[src/rtl/int_sched_pkg.sv]
// Shared types and sizes for the interrupt scheduler.
package int_sched_pkg;

  localparam int NUM_SRC = 4;
  localparam int VEC_W   = 2;
  localparam int CNT_W   = 4;

  // Entry path: IDLE -> DRAIN -> PUSH_PC -> PUSH_FLAGS -> VECTOR -> IDLE
  // Return path: IDLE -> POP_FLAGS -> POP_PC -> IDLE
  typedef enum logic [2:0] {
    ST_IDLE       = 3'd0,
    ST_DRAIN      = 3'd1,
    ST_PUSH_PC    = 3'd2,
    ST_PUSH_FLAGS = 3'd3,
    ST_VECTOR     = 3'd4,
    ST_POP_FLAGS  = 3'd5,
    ST_POP_PC     = 3'd6
  } state_t;

endpackage

[src/rtl/irq_prio_enc.sv]
// Fixed-priority encoder: lowest-index set bit wins, o_valid when any bit is set.
module irq_prio_enc
  import int_sched_pkg::*;
(
  input  logic [NUM_SRC-1:0] i_req,
  output logic [VEC_W-1:0]   o_idx,
  output logic               o_valid
);

  // Scan from the highest index down so the lowest set index is assigned last.
  always_comb begin
    o_idx   = '0;
    o_valid = 1'b0;
    for (int i = NUM_SRC - 1; i >= 0; i--) begin
      if (i_req[i]) begin
        o_idx   = VEC_W'(i);
        o_valid = 1'b1;
      end
    end
  end

endmodule

[src/rtl/interrupt_scheduler.sv]
// Interrupt entry/return sequencer: latches irq edges, drains the pipeline,
// pushes PC and flags, vectors to the winning source, and pops on RTI.
//
// Memory handshake: each push_*/pop_* output is a request held high for as
// long as the FSM sits in that state; the request completes (and the FSM
// advances) only in a cycle where mem_busy is low, so mem_busy acts as an
// inverted ready and the request is never withdrawn before it is accepted.
module interrupt_scheduler
  import int_sched_pkg::*;
#(
  parameter int DRAIN_CYCLES = 2
) (
  input  logic               clk,
  input  logic               rst,
  input  logic [NUM_SRC-1:0] irq,
  input  logic [NUM_SRC-1:0] irq_en,
  input  logic               rti,
  input  logic               mem_busy,
  output logic               stall,
  output logic               flush,
  output logic               push_pc,
  output logic               push_flags,
  output logic               pop_pc,
  output logic               pop_flags,
  output logic               load_vec,
  output logic [VEC_W-1:0]   vec_id,
  output logic [NUM_SRC-1:0] ack,
  output logic               in_service,
  output state_t             o_dbg_state,
  output logic [NUM_SRC-1:0] o_dbg_pending
);

  localparam logic [CNT_W-1:0] LP_CNT_LOAD = CNT_W'(DRAIN_CYCLES - 1);

  state_t             r_state;
  state_t             w_next_state;
  logic [CNT_W-1:0]   r_cnt;
  logic [NUM_SRC-1:0] r_pending;
  logic [NUM_SRC-1:0] r_irq_prev;
  logic               r_gie;
  logic               r_in_service;
  logic [VEC_W-1:0]   r_vec_id;

  logic [NUM_SRC-1:0] w_edge;
  logic [NUM_SRC-1:0] w_eligible;
  logic [VEC_W-1:0]   w_win_idx;
  logic               w_win_valid;
  logic               w_req_valid;
  logic               w_enter;

  assign w_edge      = irq & ~r_irq_prev;
  assign w_eligible  = r_pending & irq_en;
  assign w_req_valid = r_gie && (r_state == ST_IDLE) && w_win_valid;
  assign w_enter     = (r_state == ST_IDLE) && (w_next_state == ST_DRAIN);

  irq_prio_enc u_prio_enc (
    .i_req   (w_eligible),
    .o_idx   (w_win_idx),
    .o_valid (w_win_valid)
  );

  assign vec_id        = r_vec_id;
  assign in_service    = r_in_service;
  assign o_dbg_state   = r_state;
  assign o_dbg_pending = r_pending;

  // Next-state and Moore output decode.
  always_comb begin
    w_next_state = r_state;
    stall        = 1'b0;
    flush        = 1'b0;
    push_pc      = 1'b0;
    push_flags   = 1'b0;
    pop_pc       = 1'b0;
    pop_flags    = 1'b0;
    load_vec     = 1'b0;
    ack          = '0;
    case (r_state)
      ST_IDLE: begin
        if (w_req_valid)                w_next_state = ST_DRAIN;
        else if (rti && r_in_service)   w_next_state = ST_POP_FLAGS;
      end
      ST_DRAIN: begin
        stall = 1'b1;
        flush = (r_cnt == LP_CNT_LOAD);
        if (r_cnt == '0) w_next_state = ST_PUSH_PC;
      end
      ST_PUSH_PC: begin
        stall   = 1'b1;
        push_pc = 1'b1;
        if (!mem_busy) w_next_state = ST_PUSH_FLAGS;
      end
      ST_PUSH_FLAGS: begin
        stall      = 1'b1;
        push_flags = 1'b1;
        if (!mem_busy) w_next_state = ST_VECTOR;
      end
      ST_VECTOR: begin
        stall        = 1'b1;
        load_vec     = 1'b1;
        ack          = NUM_SRC'(1) << r_vec_id;
        w_next_state = ST_IDLE;
      end
      ST_POP_FLAGS: begin
        stall     = 1'b1;
        pop_flags = 1'b1;
        if (!mem_busy) w_next_state = ST_POP_PC;
      end
      ST_POP_PC: begin
        stall  = 1'b1;
        pop_pc = 1'b1;
        if (!mem_busy) w_next_state = ST_IDLE;
      end
      default: w_next_state = ST_IDLE;
    endcase
  end

  // State register.
  always_ff @(posedge clk) begin
    if (!rst) r_state <= ST_IDLE;
    else      r_state <= w_next_state;
  end

  // Drain down-counter: loaded on entry, counts to zero while draining.
  always_ff @(posedge clk) begin
    if (!rst)                                r_cnt <= '0;
    else if (w_enter)                        r_cnt <= LP_CNT_LOAD;
    else if (r_state == ST_DRAIN && r_cnt != '0) r_cnt <= r_cnt - 1'b1;
  end

  // Winner is captured at entry and held through the handler.
  always_ff @(posedge clk) begin
    if (!rst)         r_vec_id <= '0;
    else if (w_enter) r_vec_id <= w_win_idx;
  end

  // Edge capture into pending; a fresh edge wins over the ack clear.
  always_ff @(posedge clk) begin
    if (!rst) begin
      r_irq_prev <= '0;
      r_pending  <= '0;
    end else begin
      r_irq_prev <= irq;
      r_pending  <= (r_pending & ~ack) | w_edge;
    end
  end

  // Global enable and handler-active flags toggle at vector and final pop.
  always_ff @(posedge clk) begin
    if (!rst) begin
      r_gie        <= 1'b1;
      r_in_service <= 1'b0;
    end else if (r_state == ST_VECTOR) begin
      r_gie        <= 1'b0;
      r_in_service <= 1'b1;
    end else if (r_state == ST_POP_PC && !mem_busy) begin
      r_gie        <= 1'b1;
      r_in_service <= 1'b0;
    end
  end

endmodule

[config.mk]
export PLATFORM = sky130hd
export DESIGN_NAME = interrupt_scheduler
export DESIGN_NICKNAME = d
export VERILOG_FILES = /design/src/rtl/int_sched_pkg.sv /design/src/rtl/irq_prio_enc.sv /design/src/rtl/interrupt_scheduler.sv
export SDC_FILE = /design/constraint.sdc
export NUM_CORES = 1
export LEC_CHECK = 0
export BUFFER_PORTS_ARGS = -buffer_cell sky130_fd_sc_hd__buf_2
export CORE_MARGIN = 2
export CORE_UTILIZATION = 33
export CTS_BUF_LIST = sky130_fd_sc_hd__clkbuf_16
export DETAILED_ROUTE_END_ITERATION = 12
export GPL_TIMING_DRIVEN = 1
export PLACE_DENSITY = 0.6
export SLEW_MARGIN = 20
export SYNTH_ARGS = -nofsm -noshare
export SYNTH_HDL_FRONTEND = slang
export SYNTH_SLANG_ARGS = --single-unit
[constraint.sdc]
create_clock -name clk -period 1.3 [get_ports clk]
set_input_delay 0.26 -clock clk [delete_from_list [all_inputs] [get_ports clk]]
set_output_delay 0.26 -clock clk [all_outputs]
set_load 0.01 [all_outputs]
---- Yosys cells after proc, flatten, opt, wreduce, memory -nomap -nowiden ----
Cells that the tools add are included.
word-level totals
  register bits after elaboration ......... 19
  output and inout port bits .............. 21
  logic and storage cells ................. 69
operators by class
  multiplexer cells ....................... 30
  shift-type cells ........................ 1
  bitwise operators ....................... 7
  reduce and logical (&&, ||, !) cells .... 14
  equality and inequality tests ........... 8
  $add $sub $neg .......................... 1
operator list
  kind                                                  count
  2-to-1 mux 3 bit                                      7
  one-hot mux 3 bit (6 select lines)                    1
  2-to-1 mux 1 bit                                      17
  bitwise AND 4 bit                                     3
  equality test 3 bit (second input constant)           3
  2-to-1 mux 2 bit                                      4
  NOT 4 bit                                             2
  equality test 3 x 1 -> 1 bit (second input constant)  2
  equality test 3 x 2 -> 1 bit (second input constant)  2
  logical AND 1 bit                                     6
  OR reduction 6 bit                                    1
  equality test 4 x 1 -> 1 bit (second input constant)  1
  logical NOT 4 bit                                     1
  2-to-1 mux 4 bit                                      1
  bitwise OR 4 bit                                      1
  nonzero test 2 bit                                    2
  nonzero test 4 bit                                    1
  << shifter 1 x 2 -> 4 bit (first input constant)      1
  subtractor 4 x 1 -> 4 bit (second input constant)     1
  logical NOT 3 bit                                     1
  OR reduction 2 bit                                    1
  logical NOT 1 bit                                     1
  NOT 1 bit                                             1

---- Logic depth before layout (Yosys ltp) ----
  depth after elaboration ................. 11
  mapped depth ............................ 6
  gate-level depth less buffers ........... 6

---- Cells and area by module ----
A second synthesis with hierarchy kept.
unflattened totals
  cells, all modules ...................... 124
  area, all modules ....................... 996.0 µm²
modules (own cells, without submodules)
  module               cells an instance  seq. area each (µm²)  instances  area an instance (µm²)
  interrupt_scheduler  117                380.4                 1          960.9
  irq_prio_enc         7                  0.0                   1          35.0

---- Worst setup path before layout ----
Ideal clock, no wire load.
  path type ............................... register to output
  start point ............................. register r_state[1], in the netlist o_dbg_state[1]
  end point ............................... output flush
  stages on the path, launching flop included .. 4
  required time ........................... 1040 ps
  slack ................................... -284 ps
  arrival time ............................ 1324 ps
  buffers on the path ..................... 1
  cells stage by stage .................... dfxtp_1 -> buf_6 -> or4b_4 -> nor3b_1
on the way
  longest elaborated chain between the ends .. 2
ends and longest elaborated chain
  element                       line                        source
  start, declared               interrupt_scheduler.sv:35   state_t r_state;
  start signal, assigned        interrupt_scheduler.sv:121  else r_state <= w_next_state;
  equality test 3 x 1 -> 1 bit  interrupt_scheduler.sv:78   case (r_state)
  2-to-1 mux 1 bit              interrupt_scheduler.sv:78
  end, declared                 interrupt_scheduler.sv:20   output logic flush,
Every way passes these cells.

---- Worst setup path in the final report ----
Same ends and word-level chain as after synthesis.

==> results_tabular.tex <==
\begin{tabular}{lr}
\hline
Metric & Value \\
\hline
\multicolumn{2}{l}{\textbf{Global route}} \\
Wire length of the first global-routing pass & 4795 microns \\
Pin count of the biggest net entering global routing & 16 \\
Antenna violations before repair & 0 \\
Via count of the first global-routing pass & around 1100 \\
Aggregate global-route resource usage & between 15 and 20\% \\
GRT overflow & 0 \\
\multicolumn{2}{l}{\textbf{Clock network}} \\
H-tree level count & 1 \\
CTS buffer count & 3 \\
Hold-fix buffers, CTS & 0 \\
Worst-skew pair later-pin latency & $\sim$0.25 ns \\
Root Driver & sky130\_fd\_sc\_hd\_\_clkbuf\_16 \\
Clock Tree Buf Depth & 2 \\
CTS sink cnt & 19 \\
TritonCTS clock tree & built \\
Clock input transition at the sequential cells of the worst setup and hold paths & 0.05 ns \\
\multicolumn{2}{l}{\textbf{STA}} \\
Worst slew slack as a fraction of its limit & 75.29\% \\
Final worst-path cycle share & 130.9\% \\
Final-report hold violation count & 0 \\
Worst slack on hold paths & 0.2258 ns \\
Setup repair after global routing missed its margin & true \\
Final Worst Setup Slack & -0.4014 ns \\
Minimum clock period & 1.701 ns \\
Slew at the pin closest to its max-slew limit & 0.3702 ns \\
Final-report setup violation count & 22 \\
Final slew viol count & 0 \\
Clk\_skew & 0.002786 ns \\
Maximum frequency from static timing analysis & $\sim$590 MHz \\
\multicolumn{2}{l}{\textbf{Critical path}} \\
Worst Setup Start Kind & flop \\
Data required time at the worst endpoint & 1.04 ns \\
Top fanout value on the critical path & 4 \\
Type of the worst setup path & flop to output pin \\
Max stage delay cell, worst path & sky130\_fd\_sc\_hd\_\_or4b\_4 \\
Slowest stage delay, CP & 0.56 ns \\
Type of destination of the critical path & output pin \\
Crit path arrival time & about 1.4 ns \\
Top cell family by delay on the critical path & simple AND/OR/NAND/NOR gates \\
CP cell instances & or4b\_4 > nor3b\_4 > buf\_2 \\
Buffer and inverter count on the worst path & 1 \\
\multicolumn{2}{l}{\textbf{Place}} \\
Placed Cells incl. Taps & approximately 190 \\
RePlAce Congestion & 0.7760 \\
Quantity of I/O buffers inserted on ports & 32 \\
Detailed placement HPWL & 1779 microns \\
\multicolumn{2}{l}{\textbf{Final layout}} \\
Growth of design area from synthesis to finish & 68.97\% \\
Nets@finish & 198 \\
Share of post-route cells with drive strength above 1 & between 50\% and 60\% \\
Post-route non-filler standard cell count & 214 \\
Number of diodes & 0 \\
\multicolumn{2}{l}{\textbf{Die}} \\
Placeable Area & 2805 sq um \\
Die extent in y & 58.94 microns \\
Num ports & 33 \\
Starting density of the core & between 30\% and 40\% \\
Floorplan die area & 3473 sq um \\
Cell row count & 19 \\
Die outline width & 58.94 microns \\
\multicolumn{2}{l}{\textbf{Outcome}} \\
Outcome & finished, violations left \\
Failing checks & setup timing \\
\multicolumn{2}{l}{\textbf{Detailed routing}} \\
Via density & 5.019 \\
Initial drt markers & 24 \\
Drt wl/cell & 13.55 microns \\
Overall routed net length & 2900 microns \\
Number of nets with antenna violations after detailed routing & 0 \\
Total iterations of the first detailed-routing run & 4 \\
Via Count & 1074 \\
DRC violation count after routing & 0 \\
\multicolumn{2}{l}{\textbf{Yosys}} \\
Cell taking the most area after synthesis & sky130\_fd\_sc\_hd\_\_dfxtp\_1 \\
Prevailing post-synth register cell & sky130\_fd\_sc\_hd\_\_dfxtp\_1 \\
Sequential share of the synthesized area & 38.19\% \\
Count of cell types in the netlist & 41 \\
Post-synthesis cell count & about 120 \\
Ranking of synthesized cells by area & sky130\_fd\_sc\_hd\_\_dfxtp\_1, sky130\_fd\_sc\_hd\_\_nand2\_1, sky130\_fd\_sc\_hd\_\_a21boi\_1 \\
Count of flip-flops with a built-in enable after synthesis & 0 \\
Post-synth net total & 131 \\
Mean cell area of the mapped netlist & 8.512 sq um \\
Number of flip-flops and latches in the synthesized netlist & 19 \\
Post-synthesis async set-or-reset flop share & 0\% \\
Netlist area before placement & 996.0 sq um \\
Leading cell type by number of instances after synthesis & sky130\_fd\_sc\_hd\_\_dfxtp\_1 \\
Warnings from Yosys & 0 \\
Top cell types by occurrence after synthesis & sky130\_fd\_sc\_hd\_\_dfxtp\_1, sky130\_fd\_sc\_hd\_\_nand2\_1, sky130\_fd\_sc\_hd\_\_nor2\_1 \\
Area share of the leading cell type in the synthesized netlist & 38.19\% \\
\multicolumn{2}{l}{\textbf{Power}} \\
Pwr Density & around 1300 nW/um\^{}2 \\
Reported leakage power & 0.0008015 uW \\
IR Drop Worst-Case VDD & between 0.6 and 0.7 mV \\
\multicolumn{2}{l}{\textbf{Worst hold path}} \\
Worst hold path class & input pin to flop \\
\multicolumn{2}{l}{\textbf{Run}} \\
Number of violations of the max-capacitance limit & 0 \\
\hline
\end{tabular}
[placed cells by master (no fill, tap or decap), drive strengths merged, types with 2 or more instances in the layout]
cell / netlist / final
a21boi: 5 / 5
nor3: 4 / 4
clkbuf: 2 / 3
nand2: 11 / 11
ha: 2 / 2
nor3b: 4 / 4
xnor2: 2 / 2
buf: 2 / 66
dfxtp: 19 / 19
inv: 9 / 9
a31oi: 2 / 2
mux2i: 3 / 3
a21oi: 5 / 5
o21ai: 6 / 6
and2: 6 / 6
nand2b: 4 / 4
nor2b: 4 / 4
nor2: 9 / 9
a22o: 2 / 2
[logic make-up (layout without fill, tap and decap cells)]
group,Yosys count,count (layout),synth area share (%)
compound gates,28,28,19.60
flops,19,19,38.19
simple gates,49,49,28.27
fa+ha+maj,2,2,2.512
buf+inv,13,79,5.778
xor+xnor,3,3,2.639
mux,3,3,3.015
[layout make-up]
class,instances,area [sq um]
multi-input combinational,85,675.6
timing repair buffer,66,465.4
tap,31,38.79
clock inverter,1,3.754
clock buffer,3,75.07
inverter,9,40.04
sequential,19,384.1
fill,257,1122
[worst register-to-register path: stages (launching register included)]
cell	delay, ns
sky130_fd_sc_hd__dfxtp_2	0.33
sky130_fd_sc_hd__or4b_4	0.56
sky130_fd_sc_hd__buf_4	0.15
sky130_fd_sc_hd__buf_6	0.11
sky130_fd_sc_hd__or3_4	0.33
sky130_fd_sc_hd__a21oi_2	0.11
[report_power, final]
group          internal, uW  switching, uW
Sequential              639           45.7
Clock                   409            211
Combinational           512            420
Total                  1560            677
[repair_timing]
item | CTS | global route
pin swaps | 16 | 6
buffers inserted | 16 | 5
setup endpoints to repair | 24 | 24
resized for setup | 30 | 12
[routing by layer]
layer  wire length [microns]  vias up  global-route usage [%]
met5                       0        -                       0
met3                     152        2                   3.516
li1                        -      535                       -
met2                    1519       32                   31.59
met1                    1217      505                   21.73
met4                      11        0                   4.545
[stage by stage]
stage	utilization (%)	total power, uW	setup TNS, ns	cell area (sq um)	worst slack (ns)
2_1_floorplan	-	1081	-1.297	1016	-0.1950
3_3_place_gp	46.74	1313	-1.260	1311	-0.2050
3_5_place_dp	46.74	1326	-1.480	1311	-0.1836
4_1_cts	58.21	2169	-4.635	1633	-0.4085
5_1_grt	59.99	2375	-6.438	1683	-0.4395
6_report	59.99	2237	-4.821	1683	-0.4014
[registers in the layout (all words and copies together), names as in the netlist]
| signal | flops |
|---|---|
| o_dbg_pending | 4 |
| r_cnt | 4 |
| r_irq_prev | 4 |
| o_dbg_state | 3 |
| vec_id | 2 |
| in_service | 1 |
| r_gie | 1 |
[final timing paths]
kind	from	endpoint	slack [ns]	cells past startpoint
max	o_dbg_state[1]$_SDFF_PN0_	flush	-0.40	3
min	irq[1]	r_irq_prev[1]$_SDFF_PN0_	0.23	2
max reg2reg	o_dbg_state[1]$_SDFF_PN0_	o_dbg_state[1]$_SDFF_PN0_	-0.36	5
min reg2reg	r_irq_prev[0]$_SDFF_PN0_	o_dbg_pending[0]$_SDFF_PN0_	0.49	2
Power figures use the tool's default switching activity.
